--- config.mk ---
export PLATFORM = sky130hd
export DESIGN_NAME = pkt_fifo
export DESIGN_NICKNAME = d
export VERILOG_FILES = /design/src/rtl/pkt_fifo_pkg.sv /design/src/rtl/pkt_fifo_ram.sv /design/src/rtl/pkt_fifo.sv
export SDC_FILE = /design/constraint.sdc
export NUM_CORES = 1
export LEC_CHECK = 0
export BUFFER_PORTS_ARGS = -buffer_cell sky130_fd_sc_hd__buf_2
export CORE_AREA = 2 2 116 118
export CTS_CLUSTER_SIZE = 20
export DETAILED_ROUTE_END_ITERATION = 8
export DIE_AREA = 0 0 118 120
export PLACE_DENSITY = 0.77
export SYNTH_ARGS = -nofsm -noshare
export SYNTH_HDL_FRONTEND = slang
export SYNTH_HIERARCHICAL = 1
export SYNTH_SLANG_ARGS = --single-unit
export TNS_END_PERCENT = 50
--- constraint.sdc ---
create_clock -name clk -period 4.2 [get_ports clk]
set_input_delay 0.84 -clock clk [delete_from_list [all_inputs] [get_ports clk]]
set_output_delay 0.84 -clock clk [all_outputs]
set_load 0.05 [all_outputs]
--- src/rtl/pkt_fifo_pkg.sv ---
// Shared types and helpers for the packet FIFO.
// Contents: write-side state enum and the modular pointer-difference helper
// used for occupancy.
package pkt_fifo_pkg;

  // Write-side state: passing words through, or discarding an overflowed packet.
  typedef enum logic {
    WR_PASS = 1'b0,
    WR_DROP = 1'b1
  } wr_state_t;

  // Modular difference a - b over the low 'w' bits.
  // The pointers are at most 32 bits wide, so callers widen their pointers
  // into the 32-bit arguments and narrow the result back down.
  function automatic logic [31:0] ptr_diff(input logic [31:0] a,
                                           input logic [31:0] b,
                                           input int unsigned w);
    logic [31:0] mask;
    mask = (w >= 32) ? 32'hFFFF_FFFF : ((32'd1 << w) - 32'd1);
    return (a - b) & mask;
  endfunction

endpackage

--- src/rtl/pkt_fifo_ram.sv ---
// Simple dual-port storage array for pkt_fifo.
// The write port is synchronous.
// The read port is registered by default; when PKT_FIFO_FWFT_EN is defined it
// becomes an asynchronous read so the head word falls through.
module pkt_fifo_ram #(
  parameter int AW = 3,
  parameter int W  = 17
) (
  input  logic          clk,
  input  logic          rst,
  input  logic          we,
  input  logic [AW-1:0] waddr,
  input  logic [W-1:0]  wdata,
  input  logic          re,
  input  logic [AW-1:0] raddr,
  output logic [W-1:0]  rdata
);

  logic [W-1:0] mem [2**AW];

  // Synchronous write port; the array itself carries no reset.
  always_ff @(posedge clk) begin
    if (we) mem[waddr] <= wdata;
  end

`ifdef PKT_FIFO_FWFT_EN
  // Fall-through read: the addressed word is always presented.
  assign rdata = mem[raddr];

  logic unused_rd_ctrl;
  assign unused_rd_ctrl = &{1'b0, re, rst};
`else
  // Registered read port: rdata updates only on an accepted read and holds otherwise.
  always_ff @(posedge clk or negedge rst) begin
    if (!rst)    rdata <= '0;
    else if (re) rdata <= mem[raddr];
  end
`endif

endmodule

--- src/rtl/pkt_fifo.sv ---
// Single-clock packet FIFO with commit/rollback.
// Words are staged behind a commit pointer and become readable only once the
// end-of-packet word is accepted.
// The writer can abort a staged packet with wdrop, and a packet that runs into
// a full FIFO is discarded automatically; the overflow output pulses when that
// happens.
// Macro PKT_FIFO_FWFT_EN selects first-word fall-through reads; the default
// build uses registered reads.
//
// Handshake: a write is accepted on a cycle with wreq && !full && !wdrop while
// no overflowed packet is being discarded. A read is accepted on a cycle with
// rreq && !empty. Requests made while full/empty are simply not taken; nothing
// stalls.
//
// wr_state is a debug output that exposes the write-side FSM: 1 while an
// overflowed packet is being discarded.
module pkt_fifo
  import pkt_fifo_pkg::*;
#(
  parameter int ASIZE     = 3,
  parameter int DSIZE     = 16,
  parameter int AFULL_LVL = 2**ASIZE - 2
) (
  input  logic             clk,
  input  logic             rst,
  input  logic             wreq,
  input  logic [DSIZE-1:0] wdata,
  input  logic             weop,
  input  logic             wdrop,
  output logic             full,
  output logic             almost_full,
  output logic             overflow,
  input  logic             rreq,
  output logic [DSIZE-1:0] rdata,
  output logic             reop,
  output logic             rvalid,
  output logic             empty,
  output logic [ASIZE:0]   pkt_cnt,
  output logic             wr_state
);

  localparam int DEPTH = 2**ASIZE;
  localparam int PW    = ASIZE + 1;

  typedef struct packed {
    logic             eop;
    logic [DSIZE-1:0] data;
  } fifo_word_t;

  logic [PW-1:0] wptr_q, wptr_d;
  logic [PW-1:0] cptr_q, cptr_d;
  logic [PW-1:0] rptr_q;
  logic [PW-1:0] occ;
  logic [PW-1:0] pkt_cnt_q;
  wr_state_t     state_q, state_d;
  logic          ovf_d, ovf_q;
  logic          wr_acc, rd_acc, commit, rd_eop;
  logic [DEPTH-1:0] eop_map;
  fifo_word_t    wr_word, rd_word;

  // Status flags are decoded from registered pointers only.
  assign occ         = PW'(ptr_diff(32'(wptr_q), 32'(rptr_q), PW));
  assign full        = (occ == PW'(DEPTH));
  assign almost_full = (int'(occ) >= AFULL_LVL);
  assign empty       = (rptr_q == cptr_q);

  assign wr_acc = wreq && !full && !wdrop && (state_q == WR_PASS);
  assign commit = wr_acc && weop;
  assign rd_acc = rreq && !empty;
  // eop_map shadows the stored eop bits so the packet count can react in the
  // same cycle as the read, even though the array's read port is registered.
  assign rd_eop = rd_acc && eop_map[rptr_q[ASIZE-1:0]];

  // Write-side next state: accept/commit, abort, and overflow discard.
  always_comb begin
    wptr_d  = wptr_q;
    cptr_d  = cptr_q;
    state_d = state_q;
    ovf_d   = 1'b0;
    case (state_q)
      WR_PASS: begin
        if (wdrop) begin
          wptr_d = cptr_q;
        end else if (wr_acc) begin
          wptr_d = wptr_q + 1'b1;
          if (weop) cptr_d = wptr_q + 1'b1;
        end else if (wreq && full) begin
          // A full FIFO ends the packet now if this word is its last,
          // otherwise the rest of the packet is swallowed until its eop.
          if (weop) begin
            wptr_d = cptr_q;
            ovf_d  = 1'b1;
          end else begin
            state_d = WR_DROP;
          end
        end
      end
      WR_DROP: begin
        if (wdrop || (wreq && weop)) begin
          wptr_d  = cptr_q;
          ovf_d   = 1'b1;
          state_d = WR_PASS;
        end
      end
      default: state_d = WR_PASS;
    endcase
  end

  // Pointer, FSM and overflow-pulse registers.
  always_ff @(posedge clk or negedge rst) begin
    if (!rst) begin
      wptr_q  <= '0;
      cptr_q  <= '0;
      rptr_q  <= '0;
      state_q <= WR_PASS;
      ovf_q   <= 1'b0;
    end else begin
      wptr_q  <= wptr_d;
      cptr_q  <= cptr_d;
      state_q <= state_d;
      ovf_q   <= ovf_d;
      if (rd_acc) rptr_q <= rptr_q + 1'b1;
    end
  end

  // Committed-packet counter; a commit and an eop read in one cycle cancel out.
  always_ff @(posedge clk or negedge rst) begin
    if (!rst) begin
      pkt_cnt_q <= '0;
    end else begin
      case ({commit, rd_eop})
        2'b10:   pkt_cnt_q <= pkt_cnt_q + 1'b1;
        2'b01:   pkt_cnt_q <= pkt_cnt_q - 1'b1;
        default: pkt_cnt_q <= pkt_cnt_q;
      endcase
    end
  end

  // Shadow copy of each slot's eop bit, written alongside the array.
  always_ff @(posedge clk or negedge rst) begin
    if (!rst)        eop_map <= '0;
    else if (wr_acc) eop_map[wptr_q[ASIZE-1:0]] <= weop;
  end

  assign wr_word.eop  = weop;
  assign wr_word.data = wdata;

  pkt_fifo_ram #(
    .AW (ASIZE),
    .W  (DSIZE + 1)
  ) u_ram (
    .clk   (clk),
    .rst   (rst),
    .we    (wr_acc),
    .waddr (wptr_q[ASIZE-1:0]),
    .wdata (wr_word),
    .re    (rd_acc),
    .raddr (rptr_q[ASIZE-1:0]),
    .rdata (rd_word)
  );

`ifdef PKT_FIFO_FWFT_EN
  // Head word is presented whenever one is committed; rreq just pops it.
  // Outputs read as zero while empty, so they match their reset values.
  assign rvalid = !empty;
  assign rdata  = empty ? '0   : rd_word.data;
  assign reop   = empty ? 1'b0 : rd_word.eop;
`else
  logic rvalid_q;

  // rvalid marks the cycle after each accepted read.
  always_ff @(posedge clk or negedge rst) begin
    if (!rst) rvalid_q <= 1'b0;
    else      rvalid_q <= rd_acc;
  end

  assign rvalid = rvalid_q;
  assign rdata  = rd_word.data;
  assign reop   = rd_word.eop;
`endif

  assign overflow = ovf_q;
  assign pkt_cnt  = pkt_cnt_q;
  assign wr_state = (state_q == WR_DROP);

endmodule

==> results.txt, run 1 <==
Worst Max-Slew Pin Slew - 0.9395 ns
CP cell instances - inv_1 -> ha_1 -> inv_1 -> fa_1 -> xor2_1 -> nor3b_1 -> and3_1 -> buf_2
clk sinks - 180
Hold Crit Depth - 1
Diodes inserted - 0
remaining antenna violation count - 0
HP Start - pkt_cnt[3]
first-pass GRT wire length - 23630 um
area leader, netlist - edfxtp_1
Power Density - 785.4 nW/um^2
vias in the first global route - 4411
First-pass DRT Iterations - 5
Placed Area - 8010 um^2
Final #Nets - 574
chip width - 118 um
FF+latch count, synth - 180
die area - 14160 um^2
CP Capture Type - output port
Post-CTS Setup Bufs - 0
initial antenna violation count - 0
maximum vdd ir drop - 706.0 uV
slowest CP cell - dfrtp_1
post-synthesis cell count - 488
warnings from Yosys - 6
CP top delay family - simple AND/OR/NAND/NOR gates
post-synthesis net count - 520
Worst setup SP type - register
Async S/R FF share, synth - 24.44%
IO Port Bufs - 48
Skew-Pair Late Insertion Delay - 0.43 ns
cell area after layout - 8640 um^2
highest clock rate - 259.4 MHz
worst min path class - register to register
Synth area leaders - edfxtp_1, dfrtp_1, mux2i_1
largest net degree at the start of global routing - 45
layout cells sized above 1 - 20.04%
critical path type - register to output port
detailed placement HPWL - 8426 um
Hold Fails Final Rpt - 0
fill count - 904
P_leak - 3.350 nW
Flop pwr share - 37.3%
Critical Path Most Common Cell - inv_1
fin util - 66.56%
Starting Density - 58.96%
clk slew on worst S/H paths - 0.07 ns
RSZ-0062 raised after global routing - false
DRC violations left - 0
Core Region - 12980 um^2
worst r2r src - wptr_q[0]
max incr delay on CP - 0.55 ns
CTS tree - done
max-slew violation count - 0
CP arrival - 3.01 ns
WL final - 14830 um
Rel. slew slack - 37.37%
synthesized area - 7654 um^2
minimum clock period - 3.854 ns
die height - 120 um
Clk pwr share - 24.8%
total grt overflow - 0
total number of vias - 4299
register area - 5189 um^2
hold path endpoint - pkt_cnt[3]
buffer and inverter count on the worst path - 3
GPL Wtd Cong - 0.8081
Total GRT Usage - 22.42%
status - completed
Logic pwr share - 37.9%
switching portion of total power - 37.02%
clk root buf - clkbuf_16
Netlist cell types - 45
switching power total - 0.002512 W
Syn-to-layout area delta - 12.88%
worst clock skew - 0.009912 ns
worst hold slack - 0.4657 ns
Yosys top cell area share - 53.36%
endpoints failing setup - 0
EDFF count, synth - 136
post-cts resize count - 0
Reg-to-Reg End - pkt_cnt[3]
H-tree depth - 4
max-cap viol count - 0
setup TNS - 0 ns
multi-input logic area - 2191 um^2
synthesized area per cell - 15.68 um^2
Vias/cell - 5.889
routed len/inst - 20.32 um
R2R setup slack - 0.61 ns
worst r2r path cells - 15
Hold Buf Count CTS - 0
post-synthesis sequential area ratio - 67.75%
Design Power - 0.006786 W
I/O pin total - 49
dominant synthesized flop cell - edfxtp_1
Cell Int Power - 0.004273 W
post-route clock period utilization - 91.77%
CP Max Fanout - 15
Max clock buf depth - 2
row count - 42
initial DRC count - 396
Num CTS Buffers - 17
critical path required time - 3.36 ns
-- cell families (layout without fill, tap and decap cells) --
kind of cell | Yosys count | count (layout) | share of synthesized area (%)
flops | 180 | 180 | 67.75
simple gates | 102 | 102 | 7.667
compound gates | 74 | 74 | 7.814
mux | 68 | 68 | 9.465
buf+inv | 39 | 105 | 3.760
xor+xnor | 15 | 15 | 1.716
fa+ha+maj | 10 | 10 | 1.831
-- synthesized netlist by cell type (5+ instances only) --
cell,count
a211o_1,17
a22oi_1,17
inv_1,10
a21oi_1,7
nand3_1,20
buf_6,14
nor2b_1,35
nor2_1,13
a41o_1,17
edfxtp_1,136
buf_2,7
o21ai_0,5
dfrtp_1,44
mux2i_1,54
ha_1,8
mux2_2,7
xnor2_1,11
nand2b_1,5
nand2_1,12
-- worst max path at each step --
stage / start / endpoint / cells past startpoint
after floorplan: wptr_q[0] / u_ram/mem[0][0] / 11
after global placement: wptr_q[0] / pkt_cnt[3] / 15
after detailed placement: wptr_q[0] / pkt_cnt[3] / 15
after CTS: wptr_q[0] / full / 8
after global routing: wptr_q[0] / full / 8
final: wptr_q[0] / full / 8
-- power groups by stage --
| stage | clock, W | combinational (W) | sequential, W |
|---|---|---|---|
| floorplan | 0 | 0.00178 | 0.00285 |
| global placement | 0 | 0.00249 | 0.00254 |
| detailed placement | 0 | 0.00257 | 0.00256 |
| CTS | 0.00170 | 0.00258 | 0.00253 |
| global route | 0.00178 | 0.00276 | 0.00257 |
| finish | 0.00169 | 0.00257 | 0.00253 |
-- area by class of cell --
cell class | instances | area share (%)
Sequential cell | 180 | 60.06
Multi-Input combinational cell | 269 | 25.36
Clock buffer | 20 | 5.170
Timing Repair Buffer | 64 | 4.316
Tap cell | 176 | 2.549
Clock inverter | 11 | 2.114
Inverter | 10 | 0.4345
-- per-layer routing --
| metal | vias up | wire, um | GRT usage, % | part of all wire [%] |
|---|---|---|---|---|
| met2 | 147 | 7268 | 36.16 | 49 |
| met5 | - | 0 | 0 | 0 |
| met1 | 2155 | 6438 | 29.58 | 43 |
| met3 | 22 | 829 | 5.466 | 5.6 |
| met4 | 0 | 295 | 9.111 | 2.0 |
| li1 | 1975 | - | - | - |
-- stage by stage --
stage / setup WS, ns / cells
finish: 0.3456 / 730
global route: 0.2022 / 730
CTS: 0.3477 / 730
detailed placement: 0.6495 / 699
global placement: 0.8270 / 699
floorplan: 0.4889 / 488
-- placed cells by master (no fill, tap or decap), types with 8 or more instances in the layout --
cell type	n
edfxtp_1	136
mux2i_1	54
buf_2	48
dfrtp_1	43
nor2b_1	35
nand3_1	20
clkbuf_16	17
a22oi_1	17
a211o_1	17
a41o_1	17
buf_4	15
nor2_1	13
nand2_1	12
xnor2_1	11
inv_1	10
ha_1	8
-- registers in the layout, indices dropped and copies added (netlist names) --
| signal | cells |
|---|---|
| rptr_q | 4 |
| eop_map | 8 |
| u_ram/mem | 136 |
| rvalid | 1 |
| cptr_q | 4 |
| wptr_q | 4 |
| u_ram/rdata | 17 |
| wr_state | 1 |
| pkt_cnt | 4 |
| overflow | 1 |
(Power assumes the default switching activity.)
==> inputs of run 2 (changes only) <==
--- a/config.mk
+++ b/config.mk
@@ -6,11 +6,11 @@
 export NUM_CORES = 1
 export LEC_CHECK = 0
 export BUFFER_PORTS_ARGS = -buffer_cell sky130_fd_sc_hd__buf_2
-export CORE_AREA = 2 2 116 118
+export CORE_AREA = 2 2 123 125
 export CTS_CLUSTER_SIZE = 20
 export DETAILED_ROUTE_END_ITERATION = 8
-export DIE_AREA = 0 0 118 120
-export PLACE_DENSITY = 0.77
+export DIE_AREA = 0 0 125 127
+export PLACE_DENSITY = 0.73
 export SYNTH_ARGS = -nofsm -noshare
 export SYNTH_HDL_FRONTEND = slang
 export SYNTH_HIERARCHICAL = 1
==> constraint.sdc (replaced) <==
create_clock -name clk -period 3.31 [get_ports clk]
set_input_delay 0.662 -clock clk [delete_from_list [all_inputs] [get_ports clk]]
set_output_delay 0.662 -clock clk [all_outputs]
set_load 0.05 [all_outputs]
==> results.txt, run 2 (synthesis results as in run 1) <==
worst clock skew - 0.006725 ns
Design Power - 0.008651 W
chip width - 125 um
Worst Max-Slew Pin Slew - 0.9776 ns
critical path type - register to output port
slowest CP cell - dfrtp_1
Syn-to-layout area delta - 13.72%
worst min path class - input port to asynchronous set/reset pin
pre-CTS setup slack - 0.1336 ns
first-pass GRT wire length - 24430 um
most frequent cells in the layout - edfxtp_1, mux2i_1, buf_2
fill count - 1069
Setup WS post-layout - 0.1909 ns
fin util - 60.34%
initial antenna violation count - 0
max-slew violation count - 0
Skew-Pair Late Insertion Delay - 0.42 ns
max-cap viol count - 0
Num CTS Buffers - 17
largest net degree at the start of global routing - 57
maximum vdd ir drop - 1105 uV
Worst setup SP type - register
Critical Path Most Common Cell - inv_1
clk slew on worst S/H paths - 0.06 ns
CP Capture Type - output port
Vias/cell - 5.807
CP Max Fanout - 6
Core Region - 14420 um^2
Reg with most FFs - u_ram/mem
detailed placement HPWL - 8975 um
leading cell type in the layout, fill and taps excluded - edfxtp_1
setup TNS - 0 ns
worst r2r src - wptr_q[0]
GPL Wtd Cong - 0.7729
P_leak - 3.387 nW
CP cell instances - inv_1 -> ha_1 -> inv_1 -> fa_1 -> xor2_1 -> nor3b_2 -> and3_2 -> buf_4
row count - 44
total number of vias - 4338
remaining antenna violation count - 0
Worst Setup SP - wptr_q[0]
clk root buf - clkbuf_16
die area - 15880 um^2
clk sinks - 180
status - completed
Total GRT Usage - 20.27%
minimum clock period - 3.119 ns
number of flip-flops under the largest register name - 136
CP arrival - 2.46 ns
biggest regs - u_ram/mem x136, u_ram/rdata x17, eop_map x8
Hold Fails Final Rpt - 0
CP top delay family - adder cells
Rel. slew slack - 34.82%
H-tree depth - 4
max incr delay on CP - 0.38 ns
I/O pin total - 49
die height - 127 um
Power Density - 993.9 nW/um^2
endpoints failing setup - 0
IO Port Bufs - 48
Diodes inserted - 0
routed len/inst - 20.67 um
CTS tree - done
Max clock buf depth - 2
Final #Nets - 582
critical path required time - 2.65 ns
buffer and inverter count on the worst path - 3
initial DRC count - 434
total grt overflow - 0
Starting Density - 53.06%
highest clock rate - 320.6 MHz
layout cells sized above 1 - 22.02%
WL final - 15440 um
RSZ-0062 raised after global routing - false
DRC violations left - 0
First-pass DRT Iterations - 5
vias in the first global route - 4526
post-route clock period utilization - 94.23%
run 2: cell types whose count changed in the layout (fill, tap and decap cells not counted), sizes merged:
cell / change
bufinv: -1
inv: +1
clkinv: +3
buf: +8
clkbuf: -2
run 2: layout make-up:
class                      count  area, um^2  area share, %
sequential                   180        5189          59.62
multi-input combinational    269        2197          25.24
timing repair buffer          72       435.4          5.003
clock buffer                  18       429.2          4.931
tap                          184       230.2          2.645
clock inverter                14       185.2          2.128
inverter                      10       37.54         0.4313
run 2: worst reg2reg max path, delay by kind of cell, from the launching register on:
family	cells	cell delay, ns
flip-flops	1	0.38
XOR/XNOR	3	0.50
AO/OA/AOI/OAI	3	0.54
AND/OR/NAND/NOR	3	0.27
buffers and inverters	2	0.18
adder cells (fa/ha/maj)	4	1.07
run 2: timing repair:
item                                    4_1_cts  5_1_grt
resized for setup                             1        2
pin swaps                                     0        1
endpoints found under the hold margin         0        0
hold buffers                                  0        0
endpoints found under the setup margin        1        2
setup buffers                                 0        0
run 2: final timing paths:
kind | endpoint | slack, ns | depth (start not counted)
min in group clk | pkt_cnt[3] | 0.48 | 1
hold reg to reg | pkt_cnt[3] | 0.48 | 1
setup / recovery | full | 0.19 | 8
hold / removal | u_ram/rdata[10] | 0.29 | 1
setup reg to reg | pkt_cnt[3] | 0.28 | 15
max in group asynchronous | u_ram/rdata[16] | 2.25 | 2
run 2: routing by layer:
metal / track usage (%) / wire length (um) / vias up
met5: 0 / 0 / -
met4: 6.863 / 297 / 0
met3: 4.941 / 870 / 27
met2: 33.70 / 7733 / 132
met1: 26.51 / 6535 / 2187
li1: - / - / 1992
run 2: per-stage QoR:
stage / instance area, um^2 / hold WS, ns / cells
6_report: 8703 / 0.2895 / 747
5_1_grt: 8703 / 0.3341 / 747
2_1_floorplan: 7654 / 0.3664 / 488
4_1_cts: 8697 / 0.3110 / 747
3_3_place_gp: 8080 / 0.4664 / 715
3_5_place_dp: 8080 / 0.4721 / 715
run 2: power by group:
part	switching [W]	total (W)	leakage, nW	internal, W
combinational	0.00223	0.00349	1.33	0.00127
clock	0.000811	0.00207	0.297	0.00126
sequential	0.000210	0.00309	1.76	0.00288
